--- config.mk ---
export PLATFORM = sky130hd
export DESIGN_NAME = bp_hist_predictor
export DESIGN_NICKNAME = d
export VERILOG_FILES = /design/src/rtl/bp_pkg.sv /design/src/rtl/bp_sat_ctr.sv /design/src/rtl/bp_hist_predictor.sv
export SDC_FILE = /design/constraint.sdc
export NUM_CORES = 1
export LEC_CHECK = 0
export CAP_MARGIN = 20
export CORE_MARGIN = 1.5
export CORE_UTILIZATION = 39
export DETAILED_ROUTE_END_ITERATION = 8
export DONT_BUFFER_PORTS = 1
export PLACE_DENSITY = 0.64
export SLEW_MARGIN = 20
export SYNTH_ARGS = -nofsm -noshare
export SYNTH_HDL_FRONTEND = slang
export SYNTH_SLANG_ARGS = --single-unit
--- constraint.sdc ---
create_clock -name clk -period 22.7 [get_ports clk]
set_clock_uncertainty 0.15 [all_clocks]
set_input_delay 4.54 -clock clk [delete_from_list [all_inputs] [get_ports clk]]
set_output_delay 4.54 -clock clk [all_outputs]
set_load 0.01 [all_outputs]
--- src/rtl/bp_pkg.sv ---
// Shared types and helpers for the two-level branch history predictor.
package bp_pkg;

    // Width of the accepted-update and mispredict statistic counters.
    localparam int STAT_W = 32;

    // Predictor life cycle: table sweep after reset, then live.
    typedef enum logic {
        BP_INIT  = 1'b0,
        BP_READY = 1'b1
    } bp_state_e;

    // Weakly-not-taken counter value: 2^(ctr_bits-1) - 1.
    function automatic int unsigned bp_cinit(input int unsigned ctr_bits);
        return (32'd1 << (ctr_bits - 32'd1)) - 32'd1;
    endfunction

endpackage

--- src/rtl/bp_sat_ctr.sv ---
// Combinational saturating up/down step for one prediction counter.
module bp_sat_ctr #(
    parameter int CTR_BITS = 2
) (
    input  logic [CTR_BITS-1:0] value_i,
    input  logic                dir_i,    // 1 = count towards taken
    output logic [CTR_BITS-1:0] next_o
);

    // Step one position in the requested direction, holding at either end.
    always_comb begin
        next_o = value_i;
        if (dir_i) begin
            if (value_i != '1) next_o = value_i + 1'b1;
        end else begin
            if (value_i != '0) next_o = value_i - 1'b1;
        end
    end

endmodule

--- src/rtl/bp_hist_predictor.sv ---
// Two-level branch direction predictor: counter table indexed by
// {pc slice, history}. History is per-PC (GLOBAL_HIST=0) or one shared
// register (GLOBAL_HIST=1). After reset the tables are swept clean before
// the predictor reports ready. Optional statistics are built only when
// the macro BP_STATS_EN is defined; otherwise the stat ports read zero.
module bp_hist_predictor
    import bp_pkg::*;
#(
    parameter int PC_BITS     = 5,
    parameter int HIST_BITS   = 3,
    parameter int CTR_BITS    = 2,
    parameter int GLOBAL_HIST = 0
) (
    input  logic               clk,
    input  logic               rstn,
    input  logic [PC_BITS-1:0] lookup_pc,
    output logic               predict,
    output logic               ready,
    input  logic               upd_we,
    input  logic [PC_BITS-1:0] upd_pc,
    input  logic               upd_taken,
    input  logic               upd_mispred,
    output logic [STAT_W-1:0]  stat_updates,
    output logic [STAT_W-1:0]  stat_mispreds
);

    localparam int IW   = PC_BITS + HIST_BITS;
    localparam int NCTR = 1 << IW;
    localparam int NPC  = 1 << PC_BITS;
    localparam logic [CTR_BITS-1:0] CINIT = CTR_BITS'(bp_cinit(CTR_BITS));

    bp_state_e            state_q, state_d;
    logic [IW-1:0]        sweep_q, sweep_d;
    logic [CTR_BITS-1:0]  ctr_q [NCTR];

    logic [HIST_BITS-1:0] lk_hist;
    logic [HIST_BITS-1:0] upd_hist;
    logic [HIST_BITS:0]   hist_ext;
    logic [HIST_BITS-1:0] hist_shift;
    logic [IW-1:0]        lk_idx;
    logic [IW-1:0]        upd_idx;
    logic [CTR_BITS-1:0]  ctr_next;
    logic                 in_init;
    logic                 accept;

    assign in_init    = (state_q == BP_INIT);
    assign ready      = (state_q == BP_READY);
    assign accept     = ready & upd_we;
    assign hist_ext   = {upd_hist, upd_taken};
    assign hist_shift = hist_ext[HIST_BITS-1:0];
    assign lk_idx     = {lookup_pc, lk_hist};
    assign upd_idx    = {upd_pc, upd_hist};
    // No bypass: a lookup racing an update sees the pre-update counter.
    assign predict    = ready & ctr_q[lk_idx][CTR_BITS-1];

    // Sweep every counter once after reset, then go live.
    always_comb begin
        state_d = state_q;
        sweep_d = sweep_q;
        if (in_init) begin
            sweep_d = sweep_q + 1'b1;
            if (sweep_q == '1) state_d = BP_READY;
        end
    end

    // Control state with asynchronous active-low reset.
    always_ff @(posedge clk or negedge rstn) begin
        if (!rstn) begin
            state_q <= BP_INIT;
            sweep_q <= '0;
        end else begin
            state_q <= state_d;
            sweep_q <= sweep_d;
        end
    end

    bp_sat_ctr #(.CTR_BITS(CTR_BITS)) u_sat_ctr (
        .value_i (ctr_q[upd_idx]),
        .dir_i   (upd_taken),
        .next_o  (ctr_next)
    );

    // Counter table: sweep write during INIT, training write once live.
    always_ff @(posedge clk) begin
        if (in_init) begin
            ctr_q[sweep_q] <= CINIT;
        end else if (upd_we) begin
            ctr_q[upd_idx] <= ctr_next;
        end
    end

    generate
        if (GLOBAL_HIST != 0) begin : g_global
            logic [HIST_BITS-1:0] ghr_q, ghr_d;

            assign lk_hist  = ghr_q;
            assign upd_hist = ghr_q;

            // Shared history shifts on every accepted update.
            always_comb begin
                ghr_d = ghr_q;
                if (in_init)     ghr_d = '0;
                else if (upd_we) ghr_d = hist_shift;
            end

            // Global history register.
            always_ff @(posedge clk or negedge rstn) begin
                if (!rstn) ghr_q <= '0;
                else       ghr_q <= ghr_d;
            end
        end else begin : g_local
            logic [HIST_BITS-1:0] hist_q [NPC];

            assign lk_hist  = hist_q[lookup_pc];
            assign upd_hist = hist_q[upd_pc];

            // Per-PC history: cleared by the first NPC sweep steps, then trained.
            always_ff @(posedge clk) begin
                if (in_init) begin
                    if (sweep_q[IW-1:PC_BITS] == '0)
                        hist_q[sweep_q[PC_BITS-1:0]] <= '0;
                end else if (upd_we) begin
                    hist_q[upd_pc] <= hist_shift;
                end
            end
        end
    endgenerate

`ifdef BP_STATS_EN
    logic [STAT_W-1:0] upd_cnt_q, upd_cnt_d;
    logic [STAT_W-1:0] mis_cnt_q, mis_cnt_d;

    // Saturating event counters for accepted updates and mispredicts.
    always_comb begin
        upd_cnt_d = upd_cnt_q;
        mis_cnt_d = mis_cnt_q;
        if (accept) begin
            if (upd_cnt_q != '1)                upd_cnt_d = upd_cnt_q + 1'b1;
            if (upd_mispred && mis_cnt_q != '1) mis_cnt_d = mis_cnt_q + 1'b1;
        end
    end

    // Statistic registers, cleared only by reset.
    always_ff @(posedge clk or negedge rstn) begin
        if (!rstn) begin
            upd_cnt_q <= '0;
            mis_cnt_q <= '0;
        end else begin
            upd_cnt_q <= upd_cnt_d;
            mis_cnt_q <= mis_cnt_d;
        end
    end

    assign stat_updates  = upd_cnt_q;
    assign stat_mispreds = mis_cnt_q;
`else
    logic unused_stats;
    assign unused_stats  = accept ^ upd_mispred;
    assign stat_updates  = '0;
    assign stat_mispreds = '0;
`endif

endmodule

==> results.md, run 1 <==
Status:
- The run finished with clean final reports.

Die:
- The die area is 0.0782 sq mm.
- The die is 280 um tall.
- The initial core utilization is 39.4%.
- The placeable core region is 0.0758 sq mm.
- The number of placement rows is 101.
- For this design the top-level I/O count stands at 81.
- The width of the die is 280 um.

Global route:
- met2 is the most crowded layer.
- The met2 usage is 35.7%.
- The via count of the first global-routing pass is 20.1k.
- The total track usage is 23.0%.
- Summed over all layers, the global routing overflow is 0.
- The global routing met3 resource utilization is 5.94%.
- The first-pass GRT wire length is 133,000 um.
- The initial antenna violation count is 3.
- The maximum number of pins on one net before global-route repair is 156.
- The global routing met1 resource utilization is 30.5%.

Detailed routing:
- For this run, design rule violations remaining after detail routing come to 0.
- The detailed-route vias per instance is 6.10.
- The total via count after detailed routing is 20.6k.
- Summed over all layers, the routed wires come to 90,800 um.
- The total iterations of the first detailed-routing run is 6.
- Dividing the detail-routed wire length by the instance count gives 26.8 um.
- The number of DRC violations after detailed-routing iteration 0 is 2,713.
- The number of antenna-violating nets in the routed design is 0.

Power:
- VDD sags by at most 0.0590 mV.
- The analysis attributes to cell leakage a power of 0.0102 uW.
- Power spread over the standard cell area amounts to 73.1 mW/mm^2.

Timing:
- The clock period minus final worst setup slack is 14,180 ps.
- Setup repair after global routing left no endpoint under its margin.
- For the pin with the worst max-slew slack, the measured transition is 1130 ps.
- The setup TNS after final layout is 0 ps.
- The relative slew slack is 24.7%.
- In the finished design, the share of the clock period the worst path needs comes to 62.5%.
- The final count of negative-setup-slack endpoints is 0.
- The maximum achievable frequency is 70.5 MHz.
- The number of pins exceeding their max-slew limit in the final report was 0.
- The final number of hold-violating endpoints is 0.

Layout:
- The register cell area after layout is 0.0185 sq mm.
- Leaving out fill and tap cells, the most frequent cell in the layout is sky130_fd_sc_hd__edfxtp_1.
- The relative area change from synthesis to final layout is 8.71%.
- The total number of nets in the final design is 2,371.
- In the layout the commonest cells are 608 x sky130_fd_sc_hd__edfxtp_1, 347 x sky130_fd_sc_hd__nand2_1, 313 x sky130_fd_sc_hd__nor2_1.
- In the final layout, the multi-input gates occupy 0.0101 sq mm.
- The final cell count without fillers is 3,385.
- The fill cell total of the finished layout is 6,969.
- The post-route netlist has 10.0% of its cells at a drive strength greater than 1.
- Cells fill 42.8% of the core in the end.

Logic synthesis:
- The number of flops mapped to enable cells by yosys is 608.
- The unique cell type count in the Yosys netlist is 80.
- The sequential share of the synthesized area is 61.9%.
- The area fraction of the dominant cell type after synthesis is 61.2%.
- The async set-reset flop share out of synthesis is 1.46%.
- The cell area that synthesis handed to floorplanning was 0.0299 sq mm.
- By area the synthesized netlist is led by sky130_fd_sc_hd__edfxtp_1 61%, sky130_fd_sc_hd__mux2i_1 6.8%, sky130_fd_sc_hd__nand2_1 4.4%, sky130_fd_sc_hd__nor2_1 4.0%, sky130_fd_sc_hd__mux4_2 3.2%.
- The synthesized design contains 617 register bits.
- The most instantiated flip-flop cell in the synthesis netlist is sky130_fd_sc_hd__edfxtp_1.
- Synthesis produced 2,412 cells.
- Of all cell types, the one taking the most synthesized area is sky130_fd_sc_hd__edfxtp_1.
- Dividing the synthesized area by the synthesized cell count gives 12.4 sq um.
- The number of warnings reported in the yosys synthesis log is 0.

Clock tree:
- The buffers inserted during post-CTS setup optimization is 0.
- The clock insertion delay at the later pin of the skew report is 620 ps.
- The total of hold buffers inserted after clock tree synthesis is 0.
- Counting the buffers created by CTS gives 67.
- The clock passes through at most 3 buffers.
- Post-CTS repair changed the size of 0 cells.
- TritonCTS built the clock tree.
- Clock-pin slew was measured on the worst setup and hold paths at 60 ps.
- The CTS H-tree depth is 3.
- CTS saw 617 sinks.
- The cell chosen for the clock root is sky130_fd_sc_hd__clkbuf_16.

Worst setup path:
- The endpoint class of the critical path is an output port.
- Data on the critical path arrives at its endpoint at 9490 ps.
- The peak fanout along the critical path is 68.
- Measured in cells, the most critical reg-to-reg path has a length of 15.
- The critical path is of the primary input to output port type.
- STA puts the critical path data required time at 18,010 ps.
- The launching element type of the critical path is a primary input.

Placement:
- The count of input and output buffers is 0.
- The placed cell count is 3,264.
- The detailed placement HPWL is 55,200 um.
- The congestion estimate from routability-driven global placement came to 0.948.

Run:
- Across the run, the number of max-cap violations was 0.

Worst hold path:
- The path category of the worst min-delay check is flop to flop.
- The instance count along the most critical hold path is 1.
-- power breakdown --
part / switching (uW) / internal (uW) / total [uW]
Sequential: 0 / 1230 / 1230
Clock: 442 / 636 / 1080
Combinational: 45.9 / 18.2 / 64.0
-- worst paths after layout --
path / start / endpoint / slack (ps)
max in group asynchronous: rstn / sweep_q[4] / 18840
min in group asynchronous: rstn / sweep_q[0] / 3480
worst max-delay path: lookup_pc[0] / predict / 8520
worst min-delay path: sweep_q[5] / sweep_q[5] / 470
worst max register to register: g_local.hist_q[17][1] / ctr_q[60][0] / 15990
worst min register to register: sweep_q[5] / sweep_q[5] / 470
-- metal layers --
layer	vias up	routed length [um]	part of all wire, %
met3	263	11000	12
met1	10300	34500	38
met2	1291	41200	45
met5	-	22	0.024
li1	8811	-	-
met4	4	4080	4.5
-- Yosys cell counts (9+ instances only) --
library cell and instances:
sky130_fd_sc_hd__edfxtp_1 608, sky130_fd_sc_hd__clkbuf_1 66, sky130_fd_sc_hd__nand2_1 349, sky130_fd_sc_hd__o211ai_1 11, sky130_fd_sc_hd__inv_1 12, sky130_fd_sc_hd__buf_4 81
sky130_fd_sc_hd__nor2_1 316, sky130_fd_sc_hd__o21ai_0 29, sky130_fd_sc_hd__o221ai_1 13, sky130_fd_sc_hd__nor2b_1 49, sky130_fd_sc_hd__a21oi_1 79, sky130_fd_sc_hd__a22oi_1 38
sky130_fd_sc_hd__a31oi_1 31, sky130_fd_sc_hd__mux2_2 20, sky130_fd_sc_hd__nor4_1 10, sky130_fd_sc_hd__a32oi_1 14, sky130_fd_sc_hd__nor3_1 10, sky130_fd_sc_hd__o22ai_1 18
sky130_fd_sc_hd__mux4_2 42, sky130_fd_sc_hd__mux2i_1 204, sky130_fd_sc_hd__and3_1 18, sky130_fd_sc_hd__a211oi_1 65, sky130_fd_sc_hd__nand3_1 96, sky130_fd_sc_hd__buf_2 61
sky130_fd_sc_hd__dfrtp_1 9, sky130_fd_sc_hd__nand4_1 11, sky130_fd_sc_hd__buf_6 16
-- worst max-delay path, stage by stage --
cell and delay (ps):
sky130_fd_sc_hd__mux4_2 490, sky130_fd_sc_hd__mux4_2 550, sky130_fd_sc_hd__mux2i_4 170, sky130_fd_sc_hd__buf_4 750
sky130_fd_sc_hd__buf_4 780, sky130_fd_sc_hd__a211oi_1 100, sky130_fd_sc_hd__a21oi_1 260, sky130_fd_sc_hd__a22oi_1 160
sky130_fd_sc_hd__a21oi_1 370, sky130_fd_sc_hd__nor3_1 100, sky130_fd_sc_hd__o31ai_1 840, sky130_fd_sc_hd__buf_4 260
-- kinds of logic (layout without fill, tap and decap cells) --
family	count (synthesis)	count (layout)	synth area share [%]
AOI/OAI and AO/OA	370	370	8.68
muxes	267	267	10.8
xor gates and xnor gates	7	7	0.205
other	1	66	0.0126
buffers and inverters	253	183	5.28
adders and majority gates	1	1	0.0419
and+or+nand+nor	896	896	13.0
DFF	617	617	61.9
-- layout make-up --
cell class                      instances  share of cell area (%)
Clock inverter                         31                   0.844
Antenna cell                            2                  0.0154
Clock buffer                           88                    5.76
Sequential cell                       617                    57.0
Multi-Input combinational cell       1605                    31.2
Tap cell                              978                    3.77
Inverter                               12                   0.139
Timing Repair Buffer                   52                    1.30
-- registers in the layout, indices dropped and copies added, names as in the netlist --
register	flops
sweep_q	8
ready	1
ctr_q	512
g_local.hist_q	96
-- metrics by stage --
stage | total power (uW) | worst slack, ps | instance area [sq um] | hold WS (ps)
final | 2370 | 8520 | 32500 | 468
after global routing | 2430 | 8400 | 32400 | 479
after CTS | 2380 | 8740 | 32400 | 454
after detailed placement | 1320 | 8750 | 30300 | 449
after global placement | 1320 | 8760 | 30300 | 425
after floorplan | 1310 | 7440 | 30100 | 378
(Power assumes the default switching activity.)
==> inputs of run 2 (changes only) <==
==> constraint.sdc (replaced) <==
create_clock -name clk -period 14.8 [get_ports clk]
set_clock_uncertainty 0.15 [all_clocks]
set_input_delay 2.96 -clock clk [delete_from_list [all_inputs] [get_ports clk]]
set_output_delay 2.96 -clock clk [all_outputs]
set_load 0.01 [all_outputs]
==> run 2 against run 1 <==
Compared with the run above: routed wire length up 0.21%; largest cell class unchanged; clock power grew 58%; non-clock buffer count decreased by 3; utilization grew 0.081 points; critical path type unchanged; design area is 0.19% higher; critical endpoint unchanged.
==> results.md, run 2 (synthesis results as in run 1) <==
Layout:
- More flip-flops sit in one register than any other, and that register is ctr_q.
- The total number of nets in the final design is 2,369 (-0.084%).
- The number of antenna repair diodes was 0 (-2).
- The relative area change from synthesis to final layout is 8.92%.
- The flip-flop count of the largest register after layout is 512 (unchanged).
- Leaving out fill and tap cells, the most frequent cell in the layout is sky130_fd_sc_hd__edfxtp_1.
- In the final layout, the registers with the most flip-flops are ctr_q: 512 flops, g_local.hist_q: 96 flops, sweep_q: 8 flops.
- The top cell types in the final layout, fill and taps aside, are 608 x sky130_fd_sc_hd__edfxtp_1, 346 x sky130_fd_sc_hd__nand2_1, 314 x sky130_fd_sc_hd__nor2_1.
- The core utilization of the finished layout came to 42.9% (+0.081 points).
- The share of post-route cells with drive strength above 1 is 9.78% (-0.24 points).

Placement:
- The routability congestion estimate from global placement was 0.910 (-4.0%).
- The worst slack at placement is 4530 ps (-4220 ps).
- The count of input and output buffers was 0 (unchanged).
- The detailed placement HPWL was 54,800 um (-0.58%).

Detailed routing:
- The total via count after detailed routing came to 20.7k (+0.47%).
- The post-detailed-route DRC marker count is 0 (unchanged).
- The detailed-route vias per instance is 6.13 (+0.59%).
- The total iterations of the first detailed-routing run is 6 (unchanged).
- The wire length after detailed routing was 91,000 um (+0.21%).
- The number of DRC violations after detailed-routing iteration 0 is 3,194 (+18%).
- The average detailed-routed wire length per instance was 26.9 um (+0.33%).
- The number of antenna-violating nets in the routed design is 0 (unchanged).

Global route:
- The first-pass GRT wire length was 133,000 um (+0.33%).
- The initial antenna violation count is 4 (+1).
- The total track usage is 23.1% (+0.088 points).
- The maximum number of pins on one net before global-route repair is 156 (unchanged).
- The via count of the first global-routing pass is 20.1k (-0.13%).
- The final global-route overflow total was 0 (unchanged).

Timing:
- In the finished design, the share of the clock period the worst path needs comes to 70.4%.
- The final hold slack was 466 ps (-2.23 ps).
- Setup repair after global routing left no endpoint under its margin.
- The setup TNS after final layout came to 0 ps (unchanged).
- The final number of hold-violating endpoints came to 0 (unchanged).
- The relative slew slack is 13.6% (-11 points).
- The maximum achievable frequency is 96.0 MHz.
- The final count of negative-setup-slack endpoints is 0 (unchanged).
- The number of pins exceeding their max-slew limit in the final report is 0 (unchanged).
- The post-route worst setup slack is 4380 ps (-4130 ps).
- The worst path needs 10,420 ps of the cycle, external delays included.
- The transition time at the pin with the least slew margin is 1300 ps (+167 ps).

Worst hold path:
- The startpoint identified for the worst hold timing path is sweep_q[0].
- The min-delay analysis places its worst path in the category flop to flop.

Power:
- The combinational share of power came to 2.6% (about the same).
- The share of total power in the clock network is 46.3% (+0.9 points).
- The cell-internal power was 2950 uW (+56%).
- The maximum ir drop on the vdd rail is 0.0653 mV (+11%).
- The switching power summed over all nets came to 748 uW (+53%).
- The areal power density over the cells is 114 mW/mm^2 (+56%).
- The share of power burned in registers was 51.1% (-0.8 points).
- The switching part of the total came to 20.2% (-0.31 points).
- The static leakage power is 0.0102 uW (+0.19%).

Worst setup path:
- The peak fanout along the critical path is 69 (+1.5%).
- STA classifies the critical path endpoint as an output port.
- The largest stage delay on the critical path came to 740 ps (-100 ps).
- STA classifies the critical path startpoint as a primary input.
- The data arrival time of the critical path is 7310 ps (-2180 ps).
- In this run the worst setup path begins at lookup_pc[0].
- The cell type of the slowest stage on the worst timing path is sky130_fd_sc_hd__buf_4.
- Traced cell by cell, the critical path runs through mux4_2 -> mux4_2 -> mux2i_4 -> buf_4 -> mux2i_1 -> nand2_1 -> o21ai_0 -> o21ai_0 -> a22oi_1 -> nand4b_1 -> and4_1 -> nand4_1 -> o31ai_1 -> buf_4.
- The critical path class is primary input to output port.
- The critical register-to-register path startpoint is g_local.hist_q[18][1].
- The critical path required time is 11,690 ps (-6320 ps).

Clock tree:
- The total of hold buffers inserted after clock tree synthesis is 0 (unchanged).
- The clock transition at the registers of the reported paths is 60 ps (about the same).
- The clock insertion delay at the later pin of the skew report is 610 ps (about the same).
- The number of gates resized after cts is 0 (unchanged).
- TritonCTS built the clock tree.
- The TritonCTS buffer count came to 68 (+1.5%).
- The buffers inserted during post-CTS setup optimization is 0 (unchanged).
- The cell chosen for the clock root is sky130_fd_sc_hd__clkbuf_16.
- The CTS H-tree depth is 3 (unchanged).
- The number of buffers on the longest clock path is 3 (unchanged).
- The clock sink count is 617 (unchanged).

Die:
- The die area came to 0.0782 sq mm (unchanged).
- The width of the die is 280 um (unchanged).
- The number of placement rows came to 101 (unchanged).
- The floorplan die height was 280 um (unchanged).
- The count of boundary I/O pins is 81 (unchanged).
- The initial core utilization is 39.4% (unchanged).
- The placeable core region came to 0.0758 sq mm (unchanged).

Run:
- The number of max-capacitance violations reported came to 0 (unchanged).

Status:
- The run finished with clean final reports.
run 2: cell count changes in the layout (fill, tap and decap cells not counted), sizes merged:
cell / delta
clkinv: +1
clkbuf: -4
bufinv: +3
diode: -2
buf: -3
inv: +1
run 2: per-stage QoR:
step                      total power (uW)  cells  area, sq um
after floorplan                       2010   2475        30100
after global placement                2020   3261        30300
after detailed placement              2020   3261        30300
after CTS                             3710   3381        32500
after global routing                  3780   3381        32500
final                                 3700   3381        32500
run 2: routing by layer:
layer | part of all wire (%) | vias to the layer above | GRT usage, %
li1 | - | 8808 | -
met1 | 39 | 10300 | 31.1
met2 | 45 | 1365 | 35.6
met3 | 12 | 275 | 5.55
met4 | 4.8 | 7 | 9.67
met5 | 0.11 | - | 0.563
run 2: critical path, delay by kind of cell:
kind / cells / cell delay [ps]
compound gates: 4 / 1000
buf+inv: 2 / 990
mux: 4 / 1510
simple gates: 4 / 730
run 2: final timing paths:
| path | to | slack (ps) | cells after the start |
|---|---|---|---|
| worst min register to register | sweep_q[0] | 470 | 1 |
| worst max register to register | ctr_q[8][1] | 7970 | 14 |
| worst min-delay path | sweep_q[0] | 470 | 1 |
| max in group asynchronous | sweep_q[3] | 12530 | 0 |
| worst max-delay path | predict | 4380 | 14 |
| min in group asynchronous | sweep_q[7] | 1900 | 0 |
run 2: power groups by stage:
| stage | registers [uW] | logic, uW | clock network (uW) |
|---|---|---|---|
| after floorplan | 1930 | 82.1 | 0 |
| after global routing | 1890 | 100 | 1790 |
| after detailed placement | 1930 | 93.2 | 0 |
| after CTS | 1890 | 93.5 | 1730 |
| after global placement | 1930 | 93.4 | 0 |
| final | 1890 | 97.8 | 1710 |
run 2: layout make-up:
| type | count | area, sq um |
|---|---|---|
| Sequential cell | 617 | 18500 |
| Fill cell | 6936 | 43300 |
| Clock buffer | 84 | 1870 |
| Timing Repair Buffer | 49 | 397 |
| Inverter | 12 | 45.0 |
| Tap cell | 978 | 1220 |
| Clock inverter | 36 | 369 |
| Multi-Input combinational cell | 1605 | 10100 |
